**config.mk**
```make
export PLATFORM = sky130hd
export DESIGN_NAME = ucsbece154b_issue_buffer
export DESIGN_NICKNAME = d
export VERILOG_FILES = /design/src/rtl/ucsbece154b_issue_buffer.sv
export SDC_FILE = /design/constraint.sdc
export NUM_CORES = 1
export LEC_CHECK = 0
export BUFFER_PORTS_ARGS = -buffer_cell sky130_fd_sc_hd__buf_2
export CAP_MARGIN = 10
export CORE_AREA = 2 2 233 235
export CTS_CLUSTER_DIAMETER = 40
export DETAILED_ROUTE_END_ITERATION = 10
export DIE_AREA = 0 0 235 237
export PLACE_DENSITY = 0.85
export SLEW_MARGIN = 20
export SYNTH_ARGS = -nofsm -noshare
export SYNTH_HDL_FRONTEND = slang
export SYNTH_SLANG_ARGS = --single-unit
```
**constraint.sdc**
```tcl
create_clock -name clk -period 9.25 [get_ports clk]
set_input_delay 2.3125 -clock clk [delete_from_list [all_inputs] [get_ports clk]]
set_output_delay 2.3125 -clock clk [all_outputs]
set_load 0.05 [all_outputs]
```
**src/rtl/ucsbece154b_issue_buffer.sv**
```systemverilog
// Dual-issue instruction buffer: a circular FIFO that accepts fetch pairs and presents two decode slots.
// Optional same-cycle bypass from fetch to the slots when empty: define ISSUE_BUFFER_BYPASS_EN.
module ucsbece154b_issue_buffer #(
  parameter int DEPTH = 8
) (
  input  logic                     clk,
  input  logic                     reset,
  input  logic                     FetchValid_i,
  input  logic                     FetchValid1_i,
  input  logic [31:0]              FetchInstr0_i,
  input  logic [31:0]              FetchInstr1_i,
  input  logic [31:0]              FetchPC_i,
  output logic                     FetchReady_o,
  output logic                     Slot1Valid_o,
  output logic                     Slot2Valid_o,
  output logic [31:0]              Slot1Instr_o,
  output logic [31:0]              Slot2Instr_o,
  output logic [31:0]              Slot1PC_o,
  output logic [31:0]              Slot2PC_o,
  input  logic                     StallD_i,
  input  logic                     IssueSlot2_i,
  input  logic                     Flush_i,
  output logic [$clog2(DEPTH):0]   Count_o
);

  localparam int              AW      = $clog2(DEPTH);
  localparam logic [AW:0]     DEPTH_C = (AW+1)'(DEPTH);
  localparam logic [31:0]     NOP     = 32'h0000_0013;

  typedef struct packed {
    logic [31:0] instr;
    logic [31:0] pc;
  } entry_t;

  entry_t          r_mem [DEPTH];
  logic [AW-1:0]   r_head;
  logic [AW-1:0]   r_tail;
  logic [AW:0]     r_count;

  logic [AW:0]     w_free;
  logic            w_ready;
  logic            w_push;
  logic [1:0]      w_push_n;
  logic [1:0]      w_pop;
  logic [1:0]      w_skip;
  logic            w_s1_valid;
  logic            w_s2_valid;
  entry_t          w_s1;
  entry_t          w_s2;
  entry_t          w_in0;
  entry_t          w_in1;
  logic            w_wr0;
  logic            w_wr1;
  logic [AW-1:0]   w_wr1_idx;

  // Readiness looks only at registered occupancy, so a pop in this cycle never frees room early.
  assign w_free   = DEPTH_C - r_count;
  assign w_ready  = (w_free >= (AW+1)'(2));
  assign w_push   = FetchValid_i & w_ready & ~Flush_i;
  assign w_push_n = w_push ? (FetchValid1_i ? 2'd2 : 2'd1) : 2'd0;

  assign w_in0 = '{instr: FetchInstr0_i, pc: FetchPC_i};
  assign w_in1 = '{instr: FetchInstr1_i, pc: FetchPC_i + 32'd4};

  // NOTE: every signal written in always_comb gets a default first, so no path can infer a latch.
  always_comb begin
    w_s1_valid = (r_count >= (AW+1)'(1));
    w_s2_valid = (r_count >= (AW+1)'(2));
    w_s1       = r_mem[r_head];
    w_s2       = r_mem[r_head + AW'(1)];
`ifdef ISSUE_BUFFER_BYPASS_EN
    if (w_push && (r_count == '0)) begin
      w_s1_valid = 1'b1;
      w_s2_valid = FetchValid1_i;
      w_s1       = w_in0;
      w_s2       = w_in1;
    end
`endif
  end

  assign w_pop = StallD_i ? 2'd0
                          : ({1'b0, w_s1_valid} + {1'b0, w_s2_valid & IssueSlot2_i});

  // Bypassed instructions that issue immediately are never stored; w_skip counts them.
`ifdef ISSUE_BUFFER_BYPASS_EN
  assign w_skip = (w_push && (r_count == '0)) ? w_pop : 2'd0;
`else
  assign w_skip = 2'd0;
`endif

  assign w_wr0     = w_push & (w_skip == 2'd0);
  assign w_wr1     = w_push & FetchValid1_i & (w_skip != 2'd2);
  assign w_wr1_idx = (w_skip == 2'd0) ? (r_tail + AW'(1)) : r_tail;

  // NOTE: the storage array carries no reset; occupancy alone decides which entries are meaningful.
  always_ff @(posedge clk) begin
    if (w_wr0) r_mem[r_tail]    <= w_in0;
    if (w_wr1) r_mem[w_wr1_idx] <= w_in1;
  end

  // NOTE: sequential state uses non-blocking assignments so every register sees pre-edge values.
  always_ff @(posedge clk or negedge reset) begin
    if (!reset) begin
      r_head  <= '0;
      r_tail  <= '0;
      r_count <= '0;
    end else if (Flush_i) begin
      r_head  <= '0;
      r_tail  <= '0;
      r_count <= '0;
    end else begin
      r_head  <= r_head + AW'(w_pop - w_skip);
      r_tail  <= r_tail + AW'(w_push_n - w_skip);
      r_count <= r_count + (AW+1)'(w_push_n) - (AW+1)'(w_pop);
    end
  end

  assign FetchReady_o = w_ready;
  assign Count_o      = r_count;
  assign Slot1Valid_o = w_s1_valid;
  assign Slot2Valid_o = w_s2_valid;
  assign Slot1Instr_o = w_s1_valid ? w_s1.instr : NOP;
  assign Slot1PC_o    = w_s1_valid ? w_s1.pc    : 32'd0;
  assign Slot2Instr_o = w_s2_valid ? w_s2.instr : NOP;
  assign Slot2PC_o    = w_s2_valid ? w_s2.pc    : 32'd0;

endmodule

```
## Yosys cells after proc, flatten, opt, wreduce, memory -nomap -nowiden

Memory sizes are Yosys's and may differ from the RTL's.
Cells that the tools add are included.

| storage, ports and cells | value |
|---|---|
| register bits after elaboration | 10 |
| RAM bits | 512 |
| input port bits | 103 |
| output and inout port bits | 135 |
| word-level logic and storage cells | 35 |
| memories kept | 1 |

| operators by class | value |
|---|---|
| add/sub/neg operators | 9 |
| $lt $le $gt $ge | 3 |
| multiplexer cells | 14 |
| bitwise gates (word level) | 5 |

Memories:

| memory | depth | width | rd ports | clocked after Yosys merged registers in | write ports | RTL line | RTL |
|---|---|---|---|---|---|---|---|
| r_mem | 8 | 64 | 2 | 0 | 2 | 35 | `entry_t r_mem [DEPTH];` |

Operator list:

| kind | number |
|---|---|
| $mux W32 | 4 |
| $add A32 B3 Y32 const B | 1 |
| $ge A4 B2 Y1 const B | 2 |
| $add A3 B1 Y3 const B | 2 |
| $add A3 B2 Y3 | 2 |
| $mux W2 | 3 |
| $mux W3 | 2 |
| $add A4 B2 Y4 | 1 |
| $and A1 B1 Y1 | 4 |
| $ge A4 B1 Y1 const B | 1 |
| $mux W1 | 4 |
| $mux W4 | 1 |
| $sub A4 B2 Y4 | 1 |
| $sub A4 B4 Y4 const A | 1 |
| $add A1 B1 Y2 | 1 |
| $not A1 Y1 | 1 |

## Logic depth before layout (Yosys ltp)

| logic depth | value |
|---|---|
| depth in word-level cells | 8 |
| gate-level depth with buffers | 16 |
| mapped depth without buffers | 15 |

## Least setup slack after synthesis

No wires, ideal clock.

| timing path | value |
|---|---|
| path type | input -> register |
| from | input port FetchValid1_i |
| to | memory r_mem[3][0] (netlist name), enable pin |
| setup time | 507 ps |
| arrival | 5,837 ps |
| data required time | 8,743 ps |
| setup slack | 2,906 ps |
| stages | 3 |
| path buffers | 1 |
| path through | clkbuf_1 > nand4b_1 > a21oi_1 |

RTL lines:

| item | RTL line | RTL |
|---|---|---|
| start, declared | 9 | `input logic FetchValid1_i,` |
| end, declared | 35 |  |

## Worst setup path after layout

| timing path | value |
|---|---|
| from | register r_head[1] |
| to | output port Slot2Instr_o[1] |

| on the way | value |
|---|---|
| longest elaborated chain between the ends | 3 |

Ends and longest elaborated chain:

| item | RTL line | RTL |
|---|---|---|
| start, declared | 36 | `logic [AW-1:0] r_head;` |
| start signal, assigned | 112 | `r_head <= r_head + AW'(w_pop - w_skip);` |
| $add A3 B1 Y3 | 70 | `w_s2 = r_mem[r_head + AW'(1)];` |
| $mem_v2 Z8 W64 | n/a |  |
| $mux W32 | 124 | `assign Slot2Instr_o = w_s2_valid ? w_s2.instr : NOP;` |
| end, declared | 17 | `output logic [31:0] Slot2Instr_o,` |

Every way passes these cells.

==> flow_metrics.env <==
export IMPL_outcome="finished clean"
export IMPL_synthTopCellsByCount="edfxtp_1 (512), mux2_2 (264), mux4_2 (256), xor2_1 (164), nand2_1 (140)"
export IMPL_grt_start_max_net_pins=146
export IMPL_async_flop_share=0.01916
export IMPL_swShare=0.4525
export IMPL_rows=85
export IMPL_crit_end="Slot2Instr_o[1]"
export IMPL_met2_usage=0.5709
export IMPL_synth_top_area_frac=0.4849
export IMPL_p_sw_mw=5.284
export IMPL_cp_start_kind="register"
export IMPL_ir_worst_vdd_mv=0.2485
export IMPL_worstSetupStartpoint="r_head[1]"
export IMPL_skew_ns=0.02042
export IMPL_cts_resized=0
export IMPL_antenna_found_initial=8
export IMPL_synth_yosys_seq_area_share=0.4928
export IMPL_top_usage_layer="met2"
export IMPL_ios=238
export IMPL_met1_usage=0.4228
export IMPL_ys_ff_latch=522
export IMPL_post_cts_buffers=0
export IMPL_r2r_cells=5
export IMPL_antenna_left=0
export IMPL_grt_pass1_vias=23860
export IMPL_wirelength_um=96200
export IMPL_syn_nets=2353
export IMPL_fin_cells=3158
export IMPL_clk_pin_slew_ns=0.06
export IMPL_die_area_sq_mm=0.05570
export IMPL_cts_htree_levels=3
export IMPL_crit_path_end_kind="output pin"
export IMPL_grt_usage=0.3447
export IMPL_fin_hold_ws_ns=0.7836
export IMPL_clockBufferDepth=3
export IMPL_finalSetupViolations=0
export IMPL_nets=2508
export IMPL_yosysMostFrequentCell="edfxtp_1"
export IMPL_synth_area_top_cells="edfxtp_1 (48%), mux4_2 (18%), mux2_2 (9.4%)"
export IMPL_reg2reg_setup_slack_ns=4.57
export IMPL_cts_tree="built"
export IMPL_synth_distinct_cells=52
export IMPL_use_met3=0.08277
export IMPL_slew_headroom=0.1822
export IMPL_synth_warnings=0
export IMPL_hold_class="reg2reg"
export IMPL_hold_buffers=0
export IMPL_synth_edff_count=512
export IMPL_place_congestion=0.9033
export IMPL_grt_pass1_wl_um=144500
export IMPL_drc=0
export IMPL_yosysTopAreaCell="edfxtp_1"
export IMPL_dp_cells=2999
export IMPL_syn_mean_instance_area_sq_um=14.21
export IMPL_cts_sinks=522
export IMPL_die_height_um=237
export IMPL_dpl_cell_area_sq_mm=0.03335
export IMPL_drt_first_iter_violations=3220
export IMPL_place_hpwl_um=54380
export IMPL_combPwrFrac=0.484
export IMPL_cts_buffers=81
export IMPL_r2r_end="r_mem[6][32]"
export IMPL_overflow=0
export IMPL_fin_area_sq_mm=0.03613
export IMPL_die_width_um=235
export IMPL_power_frac_seq=0.251
export IMPL_synth_cells=2231
export IMPL_period_needed_ns=6.744
export IMPL_worst_pin_slew_ns=1.224
export IMPL_synth_top_flop_cell="edfxtp_1"
export IMPL_fin_crit_sh=0.7291
export IMPL_critPathArrivalTime_ns=4.43
export IMPL_crit_fanout=54
export IMPL_finalPower_mw=11.68
export IMPL_worstSetupPathType="reg2out"
export IMPL_power_internal_mw=6.395
export IMPL_drive_gt1_frac=0.4005
export IMPL_power_density_mw_per_mm2=323.2
export IMPL_max_cap_violations=0
export IMPL_hold_viol_final=0
export IMPL_power_leakage_nw=12.00
export IMPL_areaGrowthSynthToFinish_pct=13.95
export IMPL_vias_per_cell=7.228
export IMPL_port_buffers=237
export IMPL_initial_utilization=0.5951
export IMPL_clkPwrFrac=0.264
export IMPL_max_freq_mhz=148.3
export IMPL_num_vias=22830
export IMPL_r2r_start="r_tail[0]"
export IMPL_routedWlPerCell_um=30.46
export IMPL_rsz0062_at_grt="no"
export IMPL_maxSlewViolCount=0
export IMPL_required_ns=6.94
export IMPL_post_synth_instance_area_sq_mm=0.03171
export IMPL_setup_tns_ns=0
export IMPL_clkLatencyLatePin_ns=0.62
export IMPL_dr_pass1_iters=6
export IMPL_cts_root_buffer="clkbuf_16"
export IMPL_core_sq_mm=0.05328
[kinds of logic after synthesis]
group	synth area share
xor gates and xnor gates	0.06464
and+or+nand+nor	0.09222
buffers and inverters	0.03133
AOI/OAI and AO/OA	0.01480
muxes	0.2958
adders and majority gates	0.008445
DFF	0.4928
[sequential cells by signal (all words and copies together), names as in the netlist]
name,cells
r_head,3
Count_o,4
r_tail,3
r_mem,512
[critical path, stage by stage (launching register included)]
cell	delay (ns)
dfrtp_4	1.08
ha_4	0.86
buf_4	0.77
mux4_2	0.59
nand2_1	0.10
nand3_1	0.13
buf_2	0.25
[power groups by stage]
stage | Combinational, mW | Clock [mW] | Sequential, mW
after floorplan | 4.32 | 0 | 2.87
after global placement | 5.49 | 0 | 2.96
after detailed placement | 5.57 | 0 | 2.98
after CTS | 5.62 | 3.09 | 2.93
after global routing | 5.87 | 3.19 | 2.95
final | 5.66 | 3.09 | 2.93
[per-stage QoR]
stage / worst slack (ns) / utilization
6_report: 2.506 / 0.6781
5_1_grt: 2.343 / 0.6779
4_1_cts: 2.511 / 0.6775
3_5_place_dp: 3.148 / 0.6259
3_3_place_gp: 3.161 / 0.6259
2_1_floorplan: 2.906 / -
[layer usage]
metal  up-vias  routed length, um  part of all wire
met5         -                 13           0.00014
li1       9139                  -                 -
met1     11340              31910              0.33
met4         2               5106             0.053
met3       426              11560              0.12
met2      1916              47610              0.49
[cell usage in the layout, fill, tap and decap left out, types with 6 or more instances in the layout]
cell,count
edfxtp_1,512
mux2_2,264
mux4_2,256
buf_2,237
xor2_1,163
nand2_1,140
nor4_1,88
clkbuf_16,85
nand3_1,75
nor2_1,72
xnor2_1,69
nor3_1,68
mux2i_1,64
a21oi_1,63
buf_4,41
nand4_1,26
ha_1,14
o21ai_0,13
inv_1,13
inv_6,13
nor4_2,11
diode_2,10
and4_1,10
clkinv_4,10
nor2_4,9
clkinv_2,9
and3_1,8
clkbuf_1,8
dfrtp_1,7
nor2b_1,7
bufinv_16,7
clkinv_1,6
[area by class of cell]
cell class / instances / area, sq um
clock buffer: 95 / 2185
inverter: 15 / 56.30
multi-input combinational: 1485 / 15260
sequential: 522 / 15640
antenna: 10 / 25.02
timing repair buffer: 281 / 1536
fill: 3477 / 17150
clock inverter: 54 / 561.8
tap: 696 / 870.8
[how the worst min path moves through the flow]
stage	slack, ns	start	endpoint	cells after the start
2_1_floorplan	0.61	r_head[0]	r_head[0]	2
3_3_place_gp	0.72	Count_o[0]	Count_o[0]	2
3_5_place_dp	0.78	r_tail[2]	r_tail[2]	2
4_1_cts	0.80	r_tail[2]	r_tail[2]	2
5_1_grt	0.82	Count_o[0]	Count_o[0]	2
6_report	0.78	Count_o[0]	Count_o[0]	2
Note: power is estimated with default switching activity, not from simulation.
